===== src/rtl/ei_axi4_wr_txn_collector.sv =====
// Passive AXI4 write-path collector: pairs each AW with its completed W burst
// and its B response, in order, and emits one registered record per write.

module ei_axi4_wr_txn_fifo #(
   parameter int W     = 8,
   parameter int DEPTH = 4
) (
   input  logic         aclk,
   input  logic         areset,
   input  logic         push,
   input  logic         pop,
   input  logic [W-1:0] din,
   output logic [W-1:0] dout,
   output logic         empty,
   output logic         full
);
   localparam int PW = $clog2(DEPTH);
   localparam logic [PW:0] FULL_CNT = DEPTH[PW:0];

   logic [W-1:0]  mem [DEPTH];
   logic [PW-1:0] wr_ptr;
   logic [PW-1:0] rd_ptr;
   logic [PW:0]   count;
   logic          do_push;
   logic          do_pop;

   assign empty  = (count == '0);
   assign full   = (count == FULL_CNT);
   assign do_pop = pop && !empty;
   // A pop on the same edge frees a slot, so a full FIFO still takes the push.
   assign do_push = push && (!full || do_pop);
   assign dout    = mem[rd_ptr];

   always_ff @(posedge aclk) begin
      if (areset) begin
         wr_ptr <= '0;
         rd_ptr <= '0;
         count  <= '0;
      end else begin
         if (do_push) begin
            mem[wr_ptr] <= din;
            wr_ptr      <= wr_ptr + 1'b1;
         end
         if (do_pop) begin
            rd_ptr <= rd_ptr + 1'b1;
         end
         if (do_push && !do_pop) begin
            count <= count + 1'b1;
         end else if (!do_push && do_pop) begin
            count <= count - 1'b1;
         end
      end
   end
endmodule

module ei_axi4_wr_txn_collector #(
   parameter int DATA_WIDTH = 32,
   parameter int ADDR_WIDTH = 32,
   parameter int AW_DEPTH   = 4,
   parameter int WD_DEPTH   = 4
) (
   input  logic                              aclk,
   input  logic                              areset,
   input  logic [ADDR_WIDTH-1:0]             awaddr,
   input  logic [7:0]                        awlen,
   input  logic [2:0]                        awsize,
   input  logic [1:0]                        awburst,
   input  logic                              awvalid,
   input  logic                              awready,
   input  logic [DATA_WIDTH/8-1:0]           wstrb,
   input  logic                              wlast,
   input  logic                              wvalid,
   input  logic                              wready,
   input  logic [1:0]                        bresp,
   input  logic                              bvalid,
   input  logic                              bready,
   input  logic                              err_clear,
   output logic                              txn_valid,
   output logic [ADDR_WIDTH-1:0]             txn_addr,
   output logic [7:0]                        txn_len,
   output logic [2:0]                        txn_size,
   output logic [1:0]                        txn_burst,
   output logic [8:0]                        txn_beats,
   output logic [$clog2(32*DATA_WIDTH):0]    txn_bytes,
   output logic [1:0]                        txn_resp,
   output logic                              txn_len_err,
   output logic                              err_b_early,
   output logic                              err_aw_ovf,
   output logic                              err_w_ovf
);
   localparam int BYTE_LANES = DATA_WIDTH / 8;
   localparam int BYTES_W    = $clog2(32 * DATA_WIDTH) + 1;
   localparam int AW_W       = ADDR_WIDTH + 13;
   localparam int WD_W       = 9 + BYTES_W;

   // A transfer on any channel happens on a posedge where its valid and ready
   // are both high; this block only observes and never influences ready.
   logic aw_hs;
   logic w_hs;
   logic b_hs;
   assign aw_hs = awvalid && awready;
   assign w_hs  = wvalid && wready;
   assign b_hs  = bvalid && bready;

   logic [AW_W-1:0] aw_din;
   logic [AW_W-1:0] aw_head;
   logic            aw_empty;
   logic            aw_full;
   logic [WD_W-1:0] wd_din;
   logic [WD_W-1:0] wd_head;
   logic            wd_empty;
   logic            wd_full;
   logic            txn_pop;
   logic            wd_push;

   logic [8:0]         beat_cnt;
   logic [8:0]         beat_nxt;
   logic [BYTES_W-1:0] byte_acc;
   logic [BYTES_W-1:0] byte_nxt;
   logic [BYTES_W:0]   byte_sum;
   logic [BYTES_W-1:0] strb_cnt;

   always_comb begin
      strb_cnt = '0;
      for (int i = 0; i < BYTE_LANES; i++) begin
         strb_cnt = strb_cnt + BYTES_W'(wstrb[i]);
      end
   end

   assign beat_nxt = (beat_cnt == 9'd511) ? beat_cnt : beat_cnt + 9'd1;
   assign byte_sum = {1'b0, byte_acc} + {1'b0, strb_cnt};
   assign byte_nxt = byte_sum[BYTES_W] ? '1 : byte_sum[BYTES_W-1:0];

   // Pairing decision uses occupancy before this edge, so same-edge pushes
   // are invisible to the B that arrives with them.
   assign txn_pop = b_hs && !aw_empty && !wd_empty;
   assign wd_push = w_hs && wlast;
   assign aw_din  = {awaddr, awlen, awsize, awburst};
   assign wd_din  = {beat_nxt, byte_nxt};

   ei_axi4_wr_txn_fifo #(.W(AW_W), .DEPTH(AW_DEPTH)) u_aw_fifo (
      .aclk   (aclk),
      .areset (areset),
      .push   (aw_hs),
      .pop    (txn_pop),
      .din    (aw_din),
      .dout   (aw_head),
      .empty  (aw_empty),
      .full   (aw_full)
   );

   ei_axi4_wr_txn_fifo #(.W(WD_W), .DEPTH(WD_DEPTH)) u_wd_fifo (
      .aclk   (aclk),
      .areset (areset),
      .push   (wd_push),
      .pop    (txn_pop),
      .din    (wd_din),
      .dout   (wd_head),
      .empty  (wd_empty),
      .full   (wd_full)
   );

   always_ff @(posedge aclk) begin
      if (areset || wd_push) begin
         beat_cnt <= '0;
         byte_acc <= '0;
      end else if (w_hs) begin
         beat_cnt <= beat_nxt;
         byte_acc <= byte_nxt;
      end
   end

   logic b_early_evt;
   logic aw_ovf_evt;
   logic w_ovf_evt;
   assign b_early_evt = b_hs && (aw_empty || wd_empty);
   assign aw_ovf_evt  = aw_hs && aw_full && !txn_pop;
   assign w_ovf_evt   = wd_push && wd_full && !txn_pop;

   always_ff @(posedge aclk) begin
      if (areset) begin
         txn_valid   <= 1'b0;
         txn_addr    <= '0;
         txn_len     <= '0;
         txn_size    <= '0;
         txn_burst   <= '0;
         txn_beats   <= '0;
         txn_bytes   <= '0;
         txn_resp    <= '0;
         txn_len_err <= 1'b0;
         err_b_early <= 1'b0;
         err_aw_ovf  <= 1'b0;
         err_w_ovf   <= 1'b0;
      end else begin
         txn_valid <= txn_pop;
         if (txn_pop) begin
            txn_addr    <= aw_head[AW_W-1 -: ADDR_WIDTH];
            txn_len     <= aw_head[12:5];
            txn_size    <= aw_head[4:2];
            txn_burst   <= aw_head[1:0];
            txn_beats   <= wd_head[WD_W-1 -: 9];
            txn_bytes   <= wd_head[BYTES_W-1:0];
            txn_resp    <= bresp;
            txn_len_err <= (wd_head[WD_W-1 -: 9] != ({1'b0, aw_head[12:5]} + 9'd1));
         end
         // A new error on the clearing edge wins.
         err_b_early <= (err_b_early && !err_clear) || b_early_evt;
         err_aw_ovf  <= (err_aw_ovf && !err_clear) || aw_ovf_evt;
         err_w_ovf   <= (err_w_ovf && !err_clear) || w_ovf_evt;
      end
   end
endmodule


===== config.mk =====
export PLATFORM = sky130hd
export DESIGN_NAME = ei_axi4_wr_txn_collector
export DESIGN_NICKNAME = d
export VERILOG_FILES = /design/src/rtl/ei_axi4_wr_txn_collector.sv
export SDC_FILE = /design/constraint.sdc
export NUM_CORES = 1
export LEC_CHECK = 0
export CORE_MARGIN = 4
export CORE_UTILIZATION = 51
export DETAILED_ROUTE_END_ITERATION = 8
export GPL_TIMING_DRIVEN = 1
export PLACE_DENSITY = 0.86
export SLEW_MARGIN = 30
export SYNTH_ARGS = -nofsm -noshare
export SYNTH_HDL_FRONTEND = slang
export SYNTH_SLANG_ARGS = --single-unit

===== constraint.sdc =====
create_clock -name aclk -period 2.75 [get_ports aclk]
set_input_delay 0.275 -clock aclk [delete_from_list [all_inputs] [get_ports aclk]]
set_output_delay 0.275 -clock aclk [all_outputs]
set_load 0.05 [all_outputs]

==> Implementation_results.wiki <==
{| class="wikitable"
! Metric !! Value
|-
| Run status || finished, final reports clean
|-
| Worst rel slew slack || a little over half
|-
| RD Place Congestion || 0.844
|-
| Overall power of the completed layout || around 12 mW
|-
| Sequential share of the synthesized area || around 70%
|-
| Crit path time final || roughly 2.6 ns
|-
| Filler cell count in the final layout || 1879
|-
| Starting DRT DRC Count || 583
|-
| Minimum setup slack after placement || -0.411 ns
|-
| Proportion of register bits with asynchronous set or reset after synthesis || 0%
|-
| Total core area || between 20000 and 30000 um^2
|-
| Max-slew violation count || 0
|-
| Power density normalized to cell area || around 700 nW/um^2
|-
| Initial antenna violation count || 2
|-
| Initial Utilization || between 50% and 60%
|-
| Average cell area after synthesis || between 15 and 20 um^2
|-
| Htree depth || 2
|-
| Layout Skew || 0.0217 ns
|-
| Required time of the critical path || approximately 3.0 ns
|-
| DRT antenna net count || 0
|-
| CTS buffer count || 37
|-
| Minimum setup slack among reg-to-reg paths || 0.19 ns
|-
| Number of DRC violations after detailed routing || 0
|-
| Worst Slack Setup Final || about 0.12 ns
|-
| Critical path startpoint category || input port
|-
| Worst-Margin Slew || a little over 0.7 ns
|-
| Final Hold Vio Count || 0
|-
| Post-synthesis cell type count || between 50 and 60
|-
| Global-route usage over all layers || between 15 and 20%
|-
| Vias in the first global route || around 9000
|-
| Total number of clock tree sinks || between 300 and 400
|-
| Detailed Routing Iterations Pass 1 || 5
|-
| Upper clock frequency limit || between 300 and 400 MHz
|-
| Ys Warns || 0
|-
| Pin count of the biggest net entering global routing || 54
|-
| Layout cell share with drive strength beyond 1 || between 10% and 20%
|-
| Final clock period utilization by the worst path || a little over nine tenths
|-
| Critical Path End Type || flip-flop
|-
| Count of maximum capacitance violations || 0
|-
| Mapped cell area || ~14000 um^2
|-
| Yosys reg bits || 370
|-
| Placed cell areas || around 16000 um^2
|-
| Peak supply drop || 458 uV
|-
| Number of standard-cell rows in the floorplan || 60
|-
| CTS Root Buffer Type || clkbuf_16
|-
| # nets final || around 1200
|-
| Reported leakage power || just under 6 nW
|-
| Detailed-route wire length || 30.0 mm
|-
| Crit path max fanout || 4
|-
| Wire length of the first global-routing pass || ~47 mm
|-
| Max clock buf depth || 3
|-
| Post-CTS setup buffer count || 0
|-
| Congestion Overflow GR || 0
|-
| # IOs || around 130
|-
| Insertion delay of the later-clocked pin in the worst-skew pair || 0.51 ns
|-
| Via density || about 5.5
|-
| Detail-routed net length per standard cell || 19.9 um
|-
| Critical path startpoint || wstrb[0]
|-
| Die height || approximately 170 um
|-
| Crit Path Class || input port to flip-flop
|-
| DIE AREA || 30600 um^2
|-
| Growth of design area from synthesis to finish || 23.9%
|-
| Horizontal die dimension || 175 um
|-
| Via Count || ~8300
|-
| Clock tree from TritonCTS || done
|-
| Worst hold path class || input port to flip-flop
|-
| Post-route standard cell area excluding fillers || around 18000 um^2
|-
| Post-Synthesis Net Count || around 1000
|-
| Clock-pin slew reported for the worst setup and hold paths after clock tree synthesis || around 0.06 ns
|-
| Top_reg_cell synth || edfxtp_1
|-
| Instance count of the mapped netlist || 942
|-
| Area occupied by multi-input gates || around 4000 um^2
|-
| Arrival time at the worst endpoint || about 2.9 ns
|-
| Flip-flop and latch area || ~10000 um^2
|-
| Final Setup Violations || 0
|-
| HPWL reported at the end of detailed placement || between 15 and 20 mm
|-
| Worst reg2reg path startpoint || u_aw_fifo.count[0]
|-
| Port-buffer cells || about 130
|-
| Number of flops mapped to enable cells by yosys || 260
|-
| Worst Hold Launch || areset
|}
-- worst paths after layout --
kind | cells past startpoint | endpoint
hold / removal | 2 | u_aw_fifo.wr_ptr[0]
setup reg to reg | 12 | u_aw_fifo.count[2]
hold reg to reg | 2 | txn_beats[0]
setup / recovery | 12 | u_wd_fifo.mem[0][8]
-- cell usage after synthesis (all sizes together), types with 2 or more instances --
cell type	instances	area (um^2)
a21oi	84	424
a2bb2oi	2	17.5
a311oi	3	26.3
a31o	2	17.5
and2	12	75.1
and3	7	43.8
and4	2	17.5
buf	10	56.3
clkbuf	36	135
dfxtp	110	2200
edfxtp	260	7810
fa	5	100
ha	13	163
inv	17	63.8
mux2	2	22.5
mux2i	4	40.0
mux4	65	1480
nand2	168	631
nand2b	4	25.0
nand3	13	65.1
nand4	5	31.3
nor2	47	176
nor3	2	10.0
o21ai	9	45.0
o221a	2	22.5
or2	2	12.5
or3	5	31.3
xnor2	14	123
xor2	22	193
-- report_power, final --
group	internal (mW)	switching [mW]	leakage [nW]	total (mW)
Clock	3.41	2.01	0.649	5.42
Combinational	0.339	0.467	1.90	0.805
Sequential	6.07	0.0632	3.22	6.13
Total	9.81	2.54	5.77	12.4
-- layout make-up --
type | instances | share of cell area [%]
well taps | 372 | 2.65
multi-input cells | 509 | 22.7
flip-flops and latches | 370 | 57.0
repair buffers | 170 | 9.70
diodes | 2 | 0.0285
clock inverters | 20 | 1.75
inverters | 17 | 0.363
clock buffers | 48 | 5.86
-- per-layer routing --
metal | track usage (%) | vias to the layer above | share of wire [%] | wire [um]
met5 | 0 | - | 0 | 0
met4 | 6.48 | 0 | 2.9 | 862
met3 | 3.01 | 65 | 5.5 | 1650
met2 | 34.1 | 255 | 51 | 15300
met1 | 25.2 | 4205 | 41 | 12200
li1 | - | 3819 | - | -
-- critical path, cell delays in order --
cell             delay (ns)
clkdlybuf4s50_1        0.43
fa_1                   0.54
inv_1                  0.05
fa_2                   0.34
inv_1                  0.11
fa_2                   0.22
and3_4                 0.19
and3_4                 0.20
nand3_2                0.10
buf_4                  0.18
xor2_2                 0.14
nand2_2                0.10
-- timing repair --
action | CTS | global route
hold buffers | 0 | 0
hold endpoints to repair | 0 | 0
gates resized for setup | 0 | 14
setup endpoints to repair | 0 | 22
-- cells by family after synthesis --
kind of cell	count (synthesis)	share of synthesized area [%]
buf+inv	63	1.80
simple gates	270	8.04
compound gates	114	4.71
xor+xnor	36	2.22
flops	370	70.5
fa+ha+maj	18	1.85
mux	71	10.8
-- flip-flops by register name, indices dropped and copies added (netlist names), 3 cells and up, named ones only --
register / count
txn_bytes: 11
byte_acc: 11
txn_len: 8
txn_size: 3
u_wd_fifo.mem: 80
txn_addr: 32
u_wd_fifo.count: 3
beat_cnt: 9
u_aw_fifo.mem: 180
u_aw_fifo.count: 3
txn_beats: 9
-- cell usage in the layout, fill, tap and decap left out, types with 7 or more instances in the layout --
cell	Yosys	routed
nor2_1	47	45
buf_4	1	31
o21ai_0	9	9
xnor2_1	14	14
clkbuf_1	36	7
clkbuf_16	0	39
xor2_1	22	21
clkdlybuf4s50_1	0	131
a21oi_1	83	82
nand3_1	13	12
nand2_1	168	166
buf_12	0	8
ha_1	13	13
bufinv_16	0	8
and2_1	12	8
mux4_2	62	62
inv_1	16	16
dfxtp_1	110	105
edfxtp_1	260	260
-- per-stage QoR --
| stage | setup TNS [ns] | instances | hold slack, ns | util (%) |
|---|---|---|---|---|
| after floorplan | 0 | 942 | 0.374 | - |
| after global placement | -11.34 | 1438 | 0.441 | 59.6 |
| after detailed placement | -14.09 | 1438 | 0.447 | 59.6 |
| after CTS | 0 | 1506 | 0.284 | 64.5 |
| after global routing | -0.0427 | 1508 | 0.319 | 64.7 |
| final | 0 | 1508 | 0.293 | 64.7 |
Note: power is estimated with default switching activity, not from simulation.
